`src/rtl/rename_table_pkg.sv`:
```
`default_nettype none
// ----------------------------------------------------------------------------
// Module : rename_pkg
// Brief  : Shared rename-map types and sizing helpers.
// Rev    : 1.0 - initial release
// ----------------------------------------------------------------------------
package rename_pkg;

   localparam int NUM_AREGS = 32;

   typedef logic [4:0] areg_t;

   function automatic int phys_addr_bits(input int num_phys_regs);
      return $clog2(num_phys_regs);
   endfunction

endpackage
`default_nettype wire

```
`src/rtl/rename_table_if.sv`:
```
`default_nettype none
// ----------------------------------------------------------------------------
// Module : complete_notif_if
// Brief  : Writeback completion notification (producer drives, rename consumes).
// Rev    : 1.0 - initial release
// ----------------------------------------------------------------------------
interface complete_notif_if #(
   parameter int PAB = 6
) ();
   logic           val;
   logic [PAB-1:0] preg;
   logic [PAB-1:0] ppreg;
   logic [7:0]     seq_num;
   logic [4:0]     waddr;
   logic [31:0]    wdata;
   logic           wen;

   modport master (output val, preg, ppreg, seq_num, waddr, wdata, wen);
   modport slave  (input  val, preg, ppreg, seq_num, waddr, wdata, wen);
endinterface
`default_nettype wire

```
`src/rtl/rename_free_list.sv`:
```
`default_nettype none
// ----------------------------------------------------------------------------
// Module : rename_free_list
// Brief  : Free physical-register bit vector with lowest-index allocation.
// Rev    : 1.0 - initial release
// ----------------------------------------------------------------------------
module rename_free_list #(
   parameter int NUM_PREGS    = 36,
   parameter int PAB          = 6,
   parameter int NUM_RESERVED = 32
) (
   input  logic           clk,
   input  logic           rst,
   input  logic           alloc_en,
   output logic [PAB-1:0] alloc_idx,
   output logic           alloc_rdy,
   input  logic           free_en,
   input  logic [PAB-1:0] free_idx
);

   logic [NUM_PREGS-1:0] r_free;

   // A register freed this cycle only becomes visible to the encoder next cycle.
   always_ff @(posedge clk) begin
      if (rst) begin
         for (int i = 0; i < NUM_PREGS; i++) begin
            r_free[i] <= (i >= NUM_RESERVED);
         end
      end else begin
         if (free_en) begin
            r_free[free_idx] <= 1'b1;
         end
         if (alloc_en) begin
            r_free[alloc_idx] <= 1'b0;
         end
      end
   end

   always_comb begin
      alloc_idx = '0;
      for (int i = NUM_PREGS - 1; i >= 0; i--) begin
         if (r_free[i]) begin
            alloc_idx = PAB'(i);
         end
      end
      alloc_rdy = |r_free;
   end

endmodule
`default_nettype wire

```
`src/rtl/rename_table.sv`:
```
`default_nettype none
// ----------------------------------------------------------------------------
// Module : rename_table
// Brief  : 32-entry architectural-to-physical rename map with pending tracking.
//          Optional RENAME_TABLE_COMPLETE_BYPASS_EN: same-cycle completion
//          clears lookup_pending combinationally.
// Rev    : 1.0 - initial release
// ----------------------------------------------------------------------------
module rename_table
   import rename_pkg::*;
#(
   parameter  int p_num_phys_regs  = 36,
   localparam int p_phys_addr_bits = phys_addr_bits(p_num_phys_regs)
) (
   input  logic                        clk,
   input  logic                        rst,
   input  areg_t                       alloc_areg,
   output logic [p_phys_addr_bits-1:0] alloc_preg,
   output logic [p_phys_addr_bits-1:0] alloc_ppreg,
   input  logic                        alloc_en,
   output logic                        alloc_rdy,
   input  areg_t                       lookup_areg    [2],
   output logic [p_phys_addr_bits-1:0] lookup_preg    [2],
   output logic                        lookup_pending [2],
   input  logic                        lookup_en      [2],
   complete_notif_if.slave             complete
);

   logic [p_phys_addr_bits-1:0] r_map [NUM_AREGS];
   logic [p_num_phys_regs-1:0]  r_pending;

   logic [p_phys_addr_bits-1:0] w_fl_idx;
   logic                        w_fl_rdy;
   logic                        w_x0;
   logic                        w_alloc_fire;
   logic                        w_free_en;
   logic                        w_unused;

   // x0 is hardwired to preg 0 and never consumes a free register.
   assign w_x0         = (alloc_areg == '0);
   assign alloc_rdy    = w_x0 | w_fl_rdy;
   assign alloc_preg   = w_x0 ? '0 : w_fl_idx;
   assign alloc_ppreg  = r_map[alloc_areg];
   assign w_alloc_fire = alloc_en & ~w_x0 & w_fl_rdy;
   assign w_free_en    = complete.val & (complete.ppreg != '0);
   assign w_unused     = ^{complete.seq_num, complete.waddr, complete.wdata,
                           complete.wen, lookup_en[0], lookup_en[1]};

   rename_free_list #(
      .NUM_PREGS    (p_num_phys_regs),
      .PAB          (p_phys_addr_bits),
      .NUM_RESERVED (NUM_AREGS)
   ) u_free_list (
      .clk       (clk),
      .rst       (rst),
      .alloc_en  (w_alloc_fire),
      .alloc_idx (w_fl_idx),
      .alloc_rdy (w_fl_rdy),
      .free_en   (w_free_en),
      .free_idx  (complete.ppreg)
   );

   always_ff @(posedge clk) begin
      if (rst) begin
         for (int i = 0; i < NUM_AREGS; i++) begin
            r_map[i] <= p_phys_addr_bits'(i);
         end
         r_pending <= '0;
      end else begin
         if (complete.val) begin
            r_pending[complete.preg] <= 1'b0;
         end
         if (w_alloc_fire) begin
            r_map[alloc_areg]   <= w_fl_idx;
            r_pending[w_fl_idx] <= 1'b1;
         end
      end
   end

   always_comb begin
      for (int p = 0; p < 2; p++) begin
         lookup_preg[p]    = r_map[lookup_areg[p]];
         lookup_pending[p] = (lookup_areg[p] != '0) && r_pending[r_map[lookup_areg[p]]];
`ifdef RENAME_TABLE_COMPLETE_BYPASS_EN
         if (complete.val && (complete.preg == r_map[lookup_areg[p]])) begin
            lookup_pending[p] = 1'b0;
         end
`endif
      end
   end

   function automatic string trace();
      return $sformatf("A[%s a%0d p%0d pp%0d] L0[a%0d p%0d %0d] L1[a%0d p%0d %0d] C[%s p%0d pp%0d]",
                       (alloc_en && alloc_rdy) ? "*" : " ", alloc_areg, alloc_preg, alloc_ppreg,
                       lookup_areg[0], lookup_preg[0], lookup_pending[0],
                       lookup_areg[1], lookup_preg[1], lookup_pending[1],
                       complete.val ? "*" : " ", complete.preg, complete.ppreg);
   endfunction

endmodule
`default_nettype wire

```
`src/flat_wrapper.sv`:
```
// flat-port wrapper written by rule: the top's interface ports become plain ports
module rename_table_flat import rename_pkg::*;
#(
   parameter  int p_num_phys_regs  = 36,
   localparam int p_phys_addr_bits = phys_addr_bits(p_num_phys_regs)
)
  (clk, rst, alloc_areg, alloc_preg, alloc_ppreg, alloc_en, alloc_rdy, lookup_areg, lookup_preg, lookup_pending, lookup_en, complete_val, complete_preg, complete_ppreg, complete_seq_num, complete_waddr, complete_wdata, complete_wen);
  complete_notif_if #(.PAB(($clog2((36))))) complete_i ();
  input  logic clk;
  input  logic rst;
  input  areg_t alloc_areg;
  output logic [p_phys_addr_bits-1:0] alloc_preg;
  output logic [p_phys_addr_bits-1:0] alloc_ppreg;
  input  logic alloc_en;
  output logic alloc_rdy;
  input  areg_t lookup_areg[2];
  output logic [p_phys_addr_bits-1:0] lookup_preg[2];
  output logic lookup_pending[2];
  input  logic lookup_en[2];
  input wire logic [$bits(complete_i.val)-1:0] complete_val;
  input wire logic [$bits(complete_i.preg)-1:0] complete_preg;
  input wire logic [$bits(complete_i.ppreg)-1:0] complete_ppreg;
  input wire logic [$bits(complete_i.seq_num)-1:0] complete_seq_num;
  input wire logic [$bits(complete_i.waddr)-1:0] complete_waddr;
  input wire logic [$bits(complete_i.wdata)-1:0] complete_wdata;
  input wire logic [$bits(complete_i.wen)-1:0] complete_wen;
  assign complete_i.val = complete_val;
  assign complete_i.preg = complete_preg;
  assign complete_i.ppreg = complete_ppreg;
  assign complete_i.seq_num = complete_seq_num;
  assign complete_i.waddr = complete_waddr;
  assign complete_i.wdata = complete_wdata;
  assign complete_i.wen = complete_wen;
  rename_table #(.p_num_phys_regs(p_num_phys_regs)) u_core (.clk(clk), .rst(rst), .alloc_areg(alloc_areg), .alloc_preg(alloc_preg), .alloc_ppreg(alloc_ppreg), .alloc_en(alloc_en), .alloc_rdy(alloc_rdy), .lookup_areg(lookup_areg), .lookup_preg(lookup_preg), .lookup_pending(lookup_pending), .lookup_en(lookup_en), .complete(complete_i));
endmodule
```
`config.mk`:
```
export PLATFORM = sky130hd
export DESIGN_NAME = rename_table_flat
export DESIGN_NICKNAME = d
export VERILOG_FILES = /design/src/rtl/rename_table_pkg.sv /design/src/rtl/rename_table_if.sv /design/src/rtl/rename_free_list.sv /design/src/rtl/rename_table.sv /design/src/flat_wrapper.sv
export SDC_FILE = /design/constraint.sdc
export NUM_CORES = 1
export LEC_CHECK = 0
export CORE_AREA = 2 2 174 176
export CTS_BUF_LIST = sky130_fd_sc_hd__clkbuf_2 sky130_fd_sc_hd__clkbuf_4 sky130_fd_sc_hd__clkbuf_8
export DETAILED_ROUTE_END_ITERATION = 6
export DIE_AREA = 0 0 176 178
export GPL_ROUTABILITY_DRIVEN = 0
export MAX_ROUTING_LAYER = met4
export PLACE_DENSITY = 0.82
export SKIP_CTS_REPAIR_TIMING = 1
export SKIP_LAST_GASP = 1
export SYNTH_ARGS = -nofsm -noshare
export SYNTH_HDL_FRONTEND = slang
export SYNTH_SLANG_ARGS = --single-unit
export TNS_END_PERCENT = 1
```
`constraint.sdc`:
```
create_clock -name clk -period 3.8 [get_ports clk]
set_input_delay 0.76 -clock clk [delete_from_list [all_inputs] [get_ports clk]]
set_output_delay 0.76 -clock clk [all_outputs]
set_load 0.005 [all_outputs]
```
# Word level (Yosys, flattened, before mapping)

Memory sizes are Yosys's and may differ from the RTL's.
Index checks and enable logic that the tools add are counted.

Add/subtract/negate cells: 0
Shift-type cells: 0
Magnitude comparators: 8
Reduce and logical (&&, ||, !) cells: 11
Mux-type cells: 61
Div/mod/pow operators: 0
Bitwise gates (word level): 11
Equal/unequal tests: 0
$mul: 0

Operators by type and width:

| cell                                                                  | number |
|---|---|
| 6-bit two-way mux                                                     | 38 |
| 36-bit two-way mux                                                    | 6 |
| 36-bit bitwise AND                                                    | 2 |
| 36-bit NOT                                                            | 2 |
| 36-bit bitwise OR                                                     | 2 |
| 36-bit OR reduction                                                   | 1 |
| 6-bit by 7-bit < comparator with 1-bit output, second input constant  | 5 |
| 1-bit demux with 6-bit select                                         | 3 |
| 6-bit by 1-bit >= comparator with 1-bit output, second input constant | 3 |
| 1-bit binary-select mux with 6-bit select                             | 2 |
| 1-bit two-way mux                                                     | 11 |
| 5-bit nonzero test                                                    | 2 |
| 6-bit nonzero test                                                    | 1 |
| 6-bit OR reduction                                                    | 1 |
| 1-bit logical AND                                                     | 5 |
| 5-bit logical NOT                                                     | 1 |
| 5-bit two-way mux                                                     | 1 |
| 1-bit bitwise AND                                                     | 3 |
| 1-bit NOT                                                             | 1 |
| 1-bit bitwise OR                                                      | 1 |

Bits of input ports: 79
RAM bits: 192
Memory bits (read-only): 0
Bits in registers: 72
Logic and storage cells: 94
Latch bits: 0
Memories kept: 1
Output and inout bits: 27

Memories:

| name         | depth | bits a word | rd ports | clocked after memory_dff | wr ports | RTL line           | source |
|---|---|---|---|---|---|---|---|
| u_core.r_map | 32    | 6           | 3        | 0                        | 32       | rename_table.sv:29 | `logic [p_phys_addr_bits-1:0] r_map [NUM_AREGS];` |

# Longest topological paths before layout

Gate-level depths: netlist of run 1.

Depth in word-level cells: 43
Gate-level depth with buffers: 13
Mapped depth without buffers: 10

# By module

Synthesis of run 1 repeated with hierarchy kept, for this count alone.

Cells, all modules: 1,484
Area, all modules: 16,419.5 µm²

Modules (own cells, without submodules):

| module           | sequential area each (µm²) | cells each | times used | area an instance (µm²) |
|---|---|---|---|---|
| rename_table     | 6,486.2                    | 1,213      | 1          | 14,351.3 |
| rename_free_list | 720.7                      | 271        | 1          | 2,068.2 |

# Worst setup path before layout of run 1

OpenSTA, ideal clock, no wires.

Path kind: input-to-output
From: input port lookup_areg[5] (netlist bit)
To: output port lookup_pending[1] (netlist bit)
Path slack: -64 ps
Data required time: 3,040 ps
Arrival: 3,104 ps
Path buffers: 2
Cell stages on the path: 10
Cells stage by stage: buf_6 > buf_6 > mux4_2 > mux4_2 > mux2_2 > or2_1 > a21oi_1 > o211ai_1 > nor4bb_1 > nor3_1

RTL lines:

| what               | RTL line           | source |
|---|---|---|
| start: declaration | flat_wrapper.sv:16 | `input areg_t lookup_areg[2];` |
| end: declaration   | flat_wrapper.sv:18 | `output logic lookup_pending[2];` |

==> results of run 1 <==
==> cell type report <==
type / count / share of cell area (%)
clock inverter: 21 / 0.888
tap: 390 / 2.49
sequential: 264 / 36.8
timing repair buffer: 239 / 11.4
inverter: 22 / 0.422
multi-input combinational: 1017 / 44.2
clock buffer: 61 / 3.84
antenna: 3 / 0.0383
==> report_power, final <==
part,leakage [nW],switching (W),internal (W)
Clock,0.480,0.00120,0.00149
Sequential,2.31,0.0000720,0.00316
Combinational,3.82,0.000915,0.000670
==> through the flow <==
step | hold WS, ps | std cells
floorplan | 463 | 1414
global placement | 507 | 1902
detailed placement | 512 | 1902
CTS | 522 | 1984
global route | 549 | 2016
finish | 524 | 2017
==> path summary, 6_finish.rpt <==
| check | startpoint | end | slack (ps) | cells after the start |
|---|---|---|---|---|
| worst min-delay path | u_core.u_free_list.r_free[0] | u_core.u_free_list.r_free[0] | 520 | 1 |
| worst max register to register | u_core.u_free_list.r_free[11] | u_core.r_map[18][1] | 490 | 11 |
| worst max-delay path | lookup_areg[5] | lookup_pending[1] | -570 | 13 |
| worst min register to register | u_core.u_free_list.r_free[0] | u_core.u_free_list.r_free[0] | 520 | 1 |
==> state kept, by name, summed over array words and instances (netlist names) <==
signal                     count
u_core.u_free_list.r_free     36
u_core.r_pending              36
u_core.r_map                 192
==> synth_stat cells, drive strengths merged (37+ instances only) <==
| cell | instances |
|---|---|
| a21oi | 44 |
| nor2 | 169 |
| clkbuf | 71 |
| nand2b | 46 |
| or2 | 37 |
| mux2i | 51 |
| nand2 | 143 |
| a31oi | 37 |
| dfxtp | 72 |
| nand3 | 44 |
| edfxtp | 192 |
| buf | 41 |
| mux4 | 148 |
==> placed cells by master (no fill, tap or decap), types with 6 or more instances in the layout <==
cell / count
buf_6: 13
a31o_2: 8
a211oi_1: 6
nor2b_1: 14
edfxtp_1: 192
clkbuf_8: 47
or2_2: 35
nand2b_1: 46
a311oi_1: 9
conb_1: 6
o21ai_0: 24
a22oi_1: 29
clkbuf_4: 16
inv_1: 19
nand2_1: 140
nand3_1: 43
mux2i_1: 45
clkdlybuf4s50_1: 46
and2_1: 12
a31oi_1: 37
mux2_2: 9
mux4_2: 148
and3_1: 7
nor2_1: 166
nor3b_1: 11
nand3b_1: 25
a21oi_1: 40
buf_4: 152
o41ai_1: 8
nor3_1: 13
buf_12: 15
dfxtp_1: 72
nand4_1: 13
o31ai_1: 24
clkinv_1: 12
==> logic make-up after synthesis <==
group	share of synthesized area, %
compound gates	9.99
buf+inv	3.64
flops	44.5
mux	24.8
other cells	0.0231
simple gates	17.1
==> routing by layer <==
| metal | track usage, % | wire length (µm) | up-vias |
|---|---|---|---|
| li1 | - | - | 5817 |
| met1 | 44.3 | 18600 | 6954 |
| met2 | 53.4 | 24500 | 1498 |
| met3 | 10.0 | 8910 | 392 |
| met4 | 16.8 | 3980 | 0 |
| met5 | - | 0 | - |
==> metrics.txt, run 1 <==
Post-Place Setup Slack -1020 ps; crit path kind input pin to primary output; minimum clock period 4370 ps; CP cell instances buf_8 > buf_12 > mux4_2 > mux4_2 > mux2i_4 > buf_4 > and2_4 > nand3_1 > nand4_1 > mux2i_2 > nor4bb_4 > nor3_2 > clkbuf_2; Worst-Skew Late Latency 580 ps; Worst Skew 42.4 ps; Routed WL 56000 µm; Critical Path Start Type input pin; post-synth top area share 35.6%; Post-synth EDFFs 192; Filler cells 1970; Synth Area per Inst 11.5 µm²; first-pass GRT wire length 80500 µm; Die H 178 µm; critical path's largest stage delay 590 ps; Worst slew margin 38.2%; final worst slack -575 ps; Final Cycle Share 115%; Synth area leaders edfxtp_1, mux4_2, dfxtp_1; drt initial violations 2472; Port-buffer cells 57; leakage 6.61 nW; WP data required 3040 ps; Cell Area, Synth 16200 µm²; outcome finished, violations left; top_reg_cell synth edfxtp_1; Die Wd 176 µm; CP max stage cell mux4_2; CP Data Arrival Time 3610 ps; largest net degree at the start of global routing 114; vias in the first global route 13500; area delta synth->final 20.8%; CP endpoint kind primary output; maximum vdd drop 0.226 mV; GRT Residual Overflow 0; Fin Setup TNS -3520 ps; total chip power 0.00751 W; CP most frequent cell mux4_2; # nets final 1667; synthesized instance count 1409; CTS tree done; Top delay family on crit path multiplexers; initial antenna violation count 2; Sequential Area 7210 µm²; layout cells sized above 1 31.8%; worst-path fanout max 6; Yosys reg bits 264; warnings from Yosys 0; Post-DP Area 18100 µm²; multi-input logic area 8650 µm²; Cell variety after synth 73; number of CTS-inserted buffers 44; max cap viols 0; sequential area share after synthesis 44.5%; Final HPWL DP 38600 µm; Post-synth ARST share 0%; Core Util, Final 66.6%; final setup violation count 21; Final ANT Viol Nets 0; routed vias/inst 7.27; cell taking the most area after synthesis edfxtp_1; FMAX 229 MHz; WL/cell 27.7 µm; clock slew at reported path FFs 60 ps; Total GRT Usage 35.3%; Die ar. 31300 µm²; Vias 14700; Row Count 63; CTS max path bufs 3; P per Cell Area 383 nW/µm²; CTS root buf clkbuf_8; failing checks setup timing; RSZ-0062 raised after global routing yes; number of buffer and inverter stages on the critical path 4; DRC 0; clock tree sinks 264; fin area 19600 µm²; Hold WC Path Type register to register; Final Max Slew Viols 0; Initial Utilization 55.1%; Ports 106; DRT Pass-1 Iters 6; slew of the pin with the lowest slew margin 927 ps; # H-tree levels 2; CORE AREA 29400 µm²; Final Hold Fails 0
No activity file was read; power rests on OpenSTA's default activity.
==> run 2, diff against run 1 <==
--- a/config.mk
+++ b/config.mk
@@ -5,13 +5,14 @@
 export SDC_FILE = /design/constraint.sdc
 export NUM_CORES = 1
 export LEC_CHECK = 0
-export CORE_AREA = 2 2 174 176
+export ABC_AREA = 0
+export CORE_AREA = 2 2 205 207
 export CTS_BUF_LIST = sky130_fd_sc_hd__clkbuf_2 sky130_fd_sc_hd__clkbuf_4 sky130_fd_sc_hd__clkbuf_8
 export DETAILED_ROUTE_END_ITERATION = 6
-export DIE_AREA = 0 0 176 178
+export DIE_AREA = 0 0 207 209
 export GPL_ROUTABILITY_DRIVEN = 0
 export MAX_ROUTING_LAYER = met4
-export PLACE_DENSITY = 0.82
+export PLACE_DENSITY = 0.63
 export SKIP_CTS_REPAIR_TIMING = 1
 export SKIP_LAST_GASP = 1
 export SYNTH_ARGS = -nofsm -noshare
==> metrics.txt, run 2 (synthesis results as in run 1) <==
drt initial violations 2067 (-16%); P per Cell Area 379 nW/µm² (-1.0%); CP cell instances buf_6 > buf_12 > buf_8 > mux4_2 > mux4_2 > mux2i_4 > inv_2 > and2_4 > nand3_1 > nand4_1 > mux2i_2 > nor4bb_4 > nor3_2 > buf_2; Port-buffer cells 57 (unchanged); total chip power 0.00749 W (-0.26%); Post-Place Setup Slack -1000 ps (+19.0 ps); Final ANT Viol Nets 0 (unchanged); Metal-1 WL 22700 µm (+22%); Switching Share 30.0% (+0.81 points); switching power 0.00224 W (+2.5%); Worst slew margin 42.4% (+4.2 points); number of CTS-inserted buffers 45 (+2.3%); Total GRT Usage 26.3% (-9.1 points); register bank with the most flops u_core.r_map; Initial Utilization 39.3% (-16 points); FMAX 226 MHz (-0.95%); RSZ-0062 raised after global routing yes; final worst slack -617 ps (-41.8 ps); routed wl met2 26100 µm (+6.6%); slew of the pin with the lowest slew margin 857 ps (-69.6 ps); CTS root buf clkbuf_8; most frequent cells in the layout edfxtp_1, nor2_1, buf_4; fin area 19700 µm² (+0.75%); clock tree sinks 264 (unchanged); Routed WL 57000 µm (+1.9%); Internal 0.00524 W (-1.4%); CTS tree done; critical path's largest stage delay 560 ps (-30 ps); Top delay family on crit path multiplexers; Die H 209 µm (+17%); leakage 6.61 nW (about the same); WP data required 3040 ps (about the same); minimum clock period 4420 ps (+41.8 ps); CP most frequent cell mux4_2; Clk pwr share 36.1% (+0.2 points); maximum vdd drop 0.254 mV (+12%); Final Cycle Share 116% (+1.1 points); Final HPWL DP 40600 µm (+5.0%); Final Max Slew Viols 0 (unchanged); max reg flops 192 (unchanged); CP Data Arrival Time 3660 ps (+50 ps); CP endpoint kind primary output; area delta synth->final 21.7%; layout cells sized above 1 31.1% (-0.78 points); # H-tree levels 2 (unchanged); Regs by FF count u_core.r_map (192), u_core.r_pending (36), u_core.u_free_list.r_free (36); number of buffer and inverter stages on the critical path 5 (+1); Critical Path Start Type input pin; Die ar. 43300 µm² (+38%); part of the power in combinational logic 20.9% (-0.2 points); met3 WL post-DR 6200 µm (-30%); initial antenna violation count 1 (-1); CTS max path bufs 3 (unchanged); Fin Setup TNS -3900 ps (-380 ps); power share of the sequential group 43.0% (about the same); clock slew at reported path FFs 60 ps (about the same); Vias 13800 (-6.0%); outcome finished, violations left; Worst Skew 24.7 ps (-17.8 ps); vias in the first global route 13000 (-3.6%); CORE AREA 41300 µm² (+40%); Row Count 75 (+19%); Hold WC Path Type register to register; # nets final 1668 (+0.060%); final setup violation count 17 (-19%); worst-path fanout max 8 (+2); Worst-Skew Late Latency 610 ps (+30 ps); WL/cell 26.3 µm (-5.1%); first-pass GRT wire length 83600 µm (+3.8%); max cap viols 0 (unchanged); placed cell count 2062 (+8.4%); commonest non-fill, non-tap cell in the layout edfxtp_1; Final Hold Fails 0 (unchanged); CP max stage cell mux4_2; Post-DP Area 18500 µm² (+2.0%); routed vias/inst 6.36 (-12%); DRT Pass-1 Iters 6 (unchanged); Ports 106 (unchanged); top routing layer in use met4; DRC 0 (unchanged); fin cells 2166 (+7.4%); Die Wd 207 µm (+18%); GRT Residual Overflow 0 (unchanged); failing checks setup timing; largest net degree at the start of global routing 76 (-33%); crit path kind input pin to primary output
-- run 2: cell types whose count changed in the layout (fill, tap and decap cells not counted), sizes merged --
cell,before,now
diode,3,1
clkinv,15,22
buf,185,189
clkinvlp,2,4
clkbuf,67,57
o21ai,27,26
-- run 2: worst paths after layout --
| check | slack, ps | endpoint | start | cells past startpoint |
|---|---|---|---|---|
| hold / removal | 520 | u_core.r_pending[10] | u_core.r_pending[10] | 2 |
| setup reg to reg | 450 | u_core.r_pending[23] | u_core.u_free_list.r_free[35] | 12 |
| setup / recovery | -620 | lookup_pending[1] | lookup_areg[5] | 14 |
| hold reg to reg | 520 | u_core.r_pending[10] | u_core.r_pending[10] | 2 |
-- run 2: layer usage --
metal | vias up | GRT usage [%]
met5 | - | -
met4 | 0 | 8.42
met3 | 168 | 4.67
met2 | 902 | 40.0
met1 | 6892 | 35.9
li1 | 5823 | -
-- run 2: area by class of cell --
cell class,instances,area [µm²]
Timing Repair Buffer,240,2280
Clock inverter,30,228
Antenna cell,1,2.50
Multi-Input combinational cell,1016,8560
Clock buffer,54,699
Inverter,22,82.6
Fill cell,3719,21600
Sequential cell,264,7210
Tap cell,539,674
-- run 2: power groups by stage --
stage	clock network [W]	registers [W]	logic (W)
6_report	0.00270	0.00322	0.00156
5_1_grt	0.00286	0.00323	0.00162
4_1_cts	0.00273	0.00322	0.00147
3_5_place_dp	0	0.00328	0.00146
3_3_place_gp	0	0.00328	0.00145
2_1_floorplan	0	0.00325	0.000828
-- run 2: through the flow --
| stage | utilization, % | hold slack (ps) |
|---|---|---|
| 3_3_place_gp | 44.8 | 508 |
| 4_1_cts | 47.0 | 516 |
| 6_report | 47.8 | 520 |
| 2_1_floorplan | - | 463 |
| 3_5_place_dp | 44.8 | 505 |
| 5_1_grt | 47.8 | 530 |
-- run 2: worst min-delay path: cells and delay by family (launching register included) --
| kind | cells | cell delay [ps] |
|---|---|---|
| flip-flops | 1 | 330 |
| AND/OR/NAND/NOR | 1 | 90 |
| AO/OA/AOI/OAI | 1 | 60 |
==> run 3, diff against run 2 <==
--- a/config.mk
+++ b/config.mk
@@ -8,11 +8,13 @@
 export ABC_AREA = 0
 export CORE_AREA = 2 2 205 207
 export CTS_BUF_LIST = sky130_fd_sc_hd__clkbuf_2 sky130_fd_sc_hd__clkbuf_4 sky130_fd_sc_hd__clkbuf_8
+export CTS_CLUSTER_DIAMETER = 50
 export DETAILED_ROUTE_END_ITERATION = 6
 export DIE_AREA = 0 0 207 209
 export GPL_ROUTABILITY_DRIVEN = 0
 export MAX_ROUTING_LAYER = met4
 export PLACE_DENSITY = 0.63
+export RECOVER_POWER = 25
 export SKIP_CTS_REPAIR_TIMING = 1
 export SKIP_LAST_GASP = 1
 export SYNTH_ARGS = -nofsm -noshare
==> metrics.txt, run 3 (synthesis results as in run 1) <==
# nets final 1674 (+0.36%); Routed WL 57100 µm (about the same); leakage 6.59 nW (-0.24%); final worst slack -603 ps (+13.8 ps); WHS Path Cells 2 (unchanged); crit path kind register to primary output; beginning of the worst register-to-register path u_core.u_free_list.r_free[31]; WP data required 3040 ps (about the same); DRC 0 (unchanged); launch point of the worst hold path u_core.r_pending[10]; reg2reg path depth 10 (-2); max reg flops 192 (unchanged); outcome finished, violations left; Post-Place Setup Slack -1000 ps (unchanged); WHS Endpoint u_core.r_pending[10]; Critical Path Start Type register; worst-path fanout max 6 (-2); minimum clock period 4400 ps (-13.8 ps); area delta synth->final 21.6%; register bank with the most flops u_core.r_map; # H-tree levels 2 (unchanged); FMAX 227 MHz (+0.31%); Total GRT Usage 26.3% (about the same); clock tree sinks 264 (unchanged); DRT Pass-1 Iters 7 (+1); maximum vdd drop 0.219 mV (-14%); Final Cycle Share 116% (-0.36 points); Final Max Slew Viols 116 (+116); Worst slew margin -19.7% (-62 points); drt initial violations 2032 (-1.7%); Row Count 75 (unchanged); Worst-Skew Late Latency 610 ps (about the same); clock slew at reported path FFs 70 ps (about the same); first-pass GRT wire length 83600 µm (about the same); GRT Residual Overflow 0 (unchanged); most frequent cells in the layout edfxtp_1, nor2_1, mux4_2, buf_4, nand2_1; Die Wd 207 µm (unchanged); Filler cells 3738 (+0.51%); CTS root buf clkbuf_8; slew of the pin with the lowest slew margin 1800 ps (+938 ps); initial antenna violation count 3 (+2); Die H 209 µm (unchanged); Ports 106 (unchanged); routed vias/inst 6.33 (-0.56%); Final Hold Fails 0 (unchanged); Vias 13800 (-0.19%); Sequential Area 7210 µm² (unchanged); Critical Path Start u_core.r_map[29][0]; CP endpoint kind primary output; CORE AREA 41300 µm² (unchanged); Final HPWL DP 40600 µm (unchanged); Port-buffer cells 57 (unchanged); CTS tree done; multi-input logic area 8550 µm² (about the same); P per Cell Area 379 nW/µm² (about the same); max cap viols 2 (+2); layout cells sized above 1 30.8% (-0.30 points); CP Data Arrival Time 3640 ps (-20 ps); CTS max path bufs 3 (unchanged); Worst Skew 17.6 ps (-7.10 ps); Hold WC Path Type register to register; Final ANT Viol Nets 0 (unchanged); commonest non-fill, non-tap cell in the layout edfxtp_1; RSZ-0062 raised after global routing yes; total chip power 0.00747 W (-0.17%); Worst R2R End u_core.r_pending[11]; Die ar. 43300 µm² (unchanged); R2R setup slack -150 ps (-600 ps); number of CTS-inserted buffers 46 (+2.2%); WL/cell 26.3 µm (-0.29%); largest net degree at the start of global routing 76 (unchanged); final setup violation count 182 (+165); vias in the first global route 13000 (+0.20%); Initial Utilization 39.3% (unchanged); Regs by FF count u_core.r_map (192), u_core.r_pending (36), u_core.u_free_list.r_free (36); failing checks capacitance limit, slew limit, setup timing
-- run 3: cell types whose count changed in the layout (fill, tap and decap cells not counted), moves of 4 or more --
cell      delta
clkbuf_4     +4
buf_4        -4
clkbuf_2     +6
clkinv_2     -4
clkbuf_1     +6
-- run 3: worst max-delay path by stage --
stage / slack, ps / to / depth (start not counted)
after global routing: -650 / lookup_pending[0] / 14
after floorplan: -6 / lookup_pending[1] / 10
after global placement: -940 / lookup_pending[0] / 13
final: -600 / lookup_pending[0] / 12
after detailed placement: -1000 / lookup_pending[0] / 13
after CTS: -1000 / lookup_pending[0] / 13
-- run 3: where the power goes --
part	internal [W]	leakage [nW]	switching, W
registers	0.00316	2.31	0.0000654
clock network	0.00142	0.479	0.00127
logic	0.000647	3.80	0.000912
total	0.00523	6.59	0.00225
-- run 3: layout make-up --
type / count / share of cell area, %
Clock buffer: 58 / 3.73
Sequential cell: 264 / 36.6
Timing Repair Buffer: 245 / 11.4
Antenna cell: 3 / 0.0381
Inverter: 22 / 0.419
Clock inverter: 27 / 1.00
Tap cell: 539 / 3.42
Multi-Input combinational cell: 1016 / 43.4
-- run 3: per-stage QoR --
step	hold WS, ps	cells	utilization (%)	TNS, ps	cell area, µm²
finish	515	2174	47.7	-35020	19700
global route	535	2174	47.7	-69160	19700
CTS	512	2147	47.0	-4560	19400
detailed placement	505	2062	44.8	-3800	18500
global placement	508	2062	44.8	-3560	18500
floorplan	463	1414	-	-6.22	16300
-- run 3: worst max-delay path, cell delays in order, from the launching register on --
cell	delay, ps
edfxtp_1	450
buf_6	150
mux4_2	500
a32o_2	290
o21ai_4	260
clkbuf_16	200
buf_6	90
mux2i_1	70
a22oi_1	180
a21oi_1	110
o41ai_2	350
o311a_1	260
buf_2	130
-- run 3: per-layer routing --
metal | share of wire [%] | vias to the layer above | track usage [%]
met5 | 0 | - | -
met3 | 11 | 138 | 4.91
met4 | 3.5 | 0 | 8.65
met2 | 46 | 953 | 40.3
li1 | - | 5835 | -
met1 | 39 | 6833 | 35.5
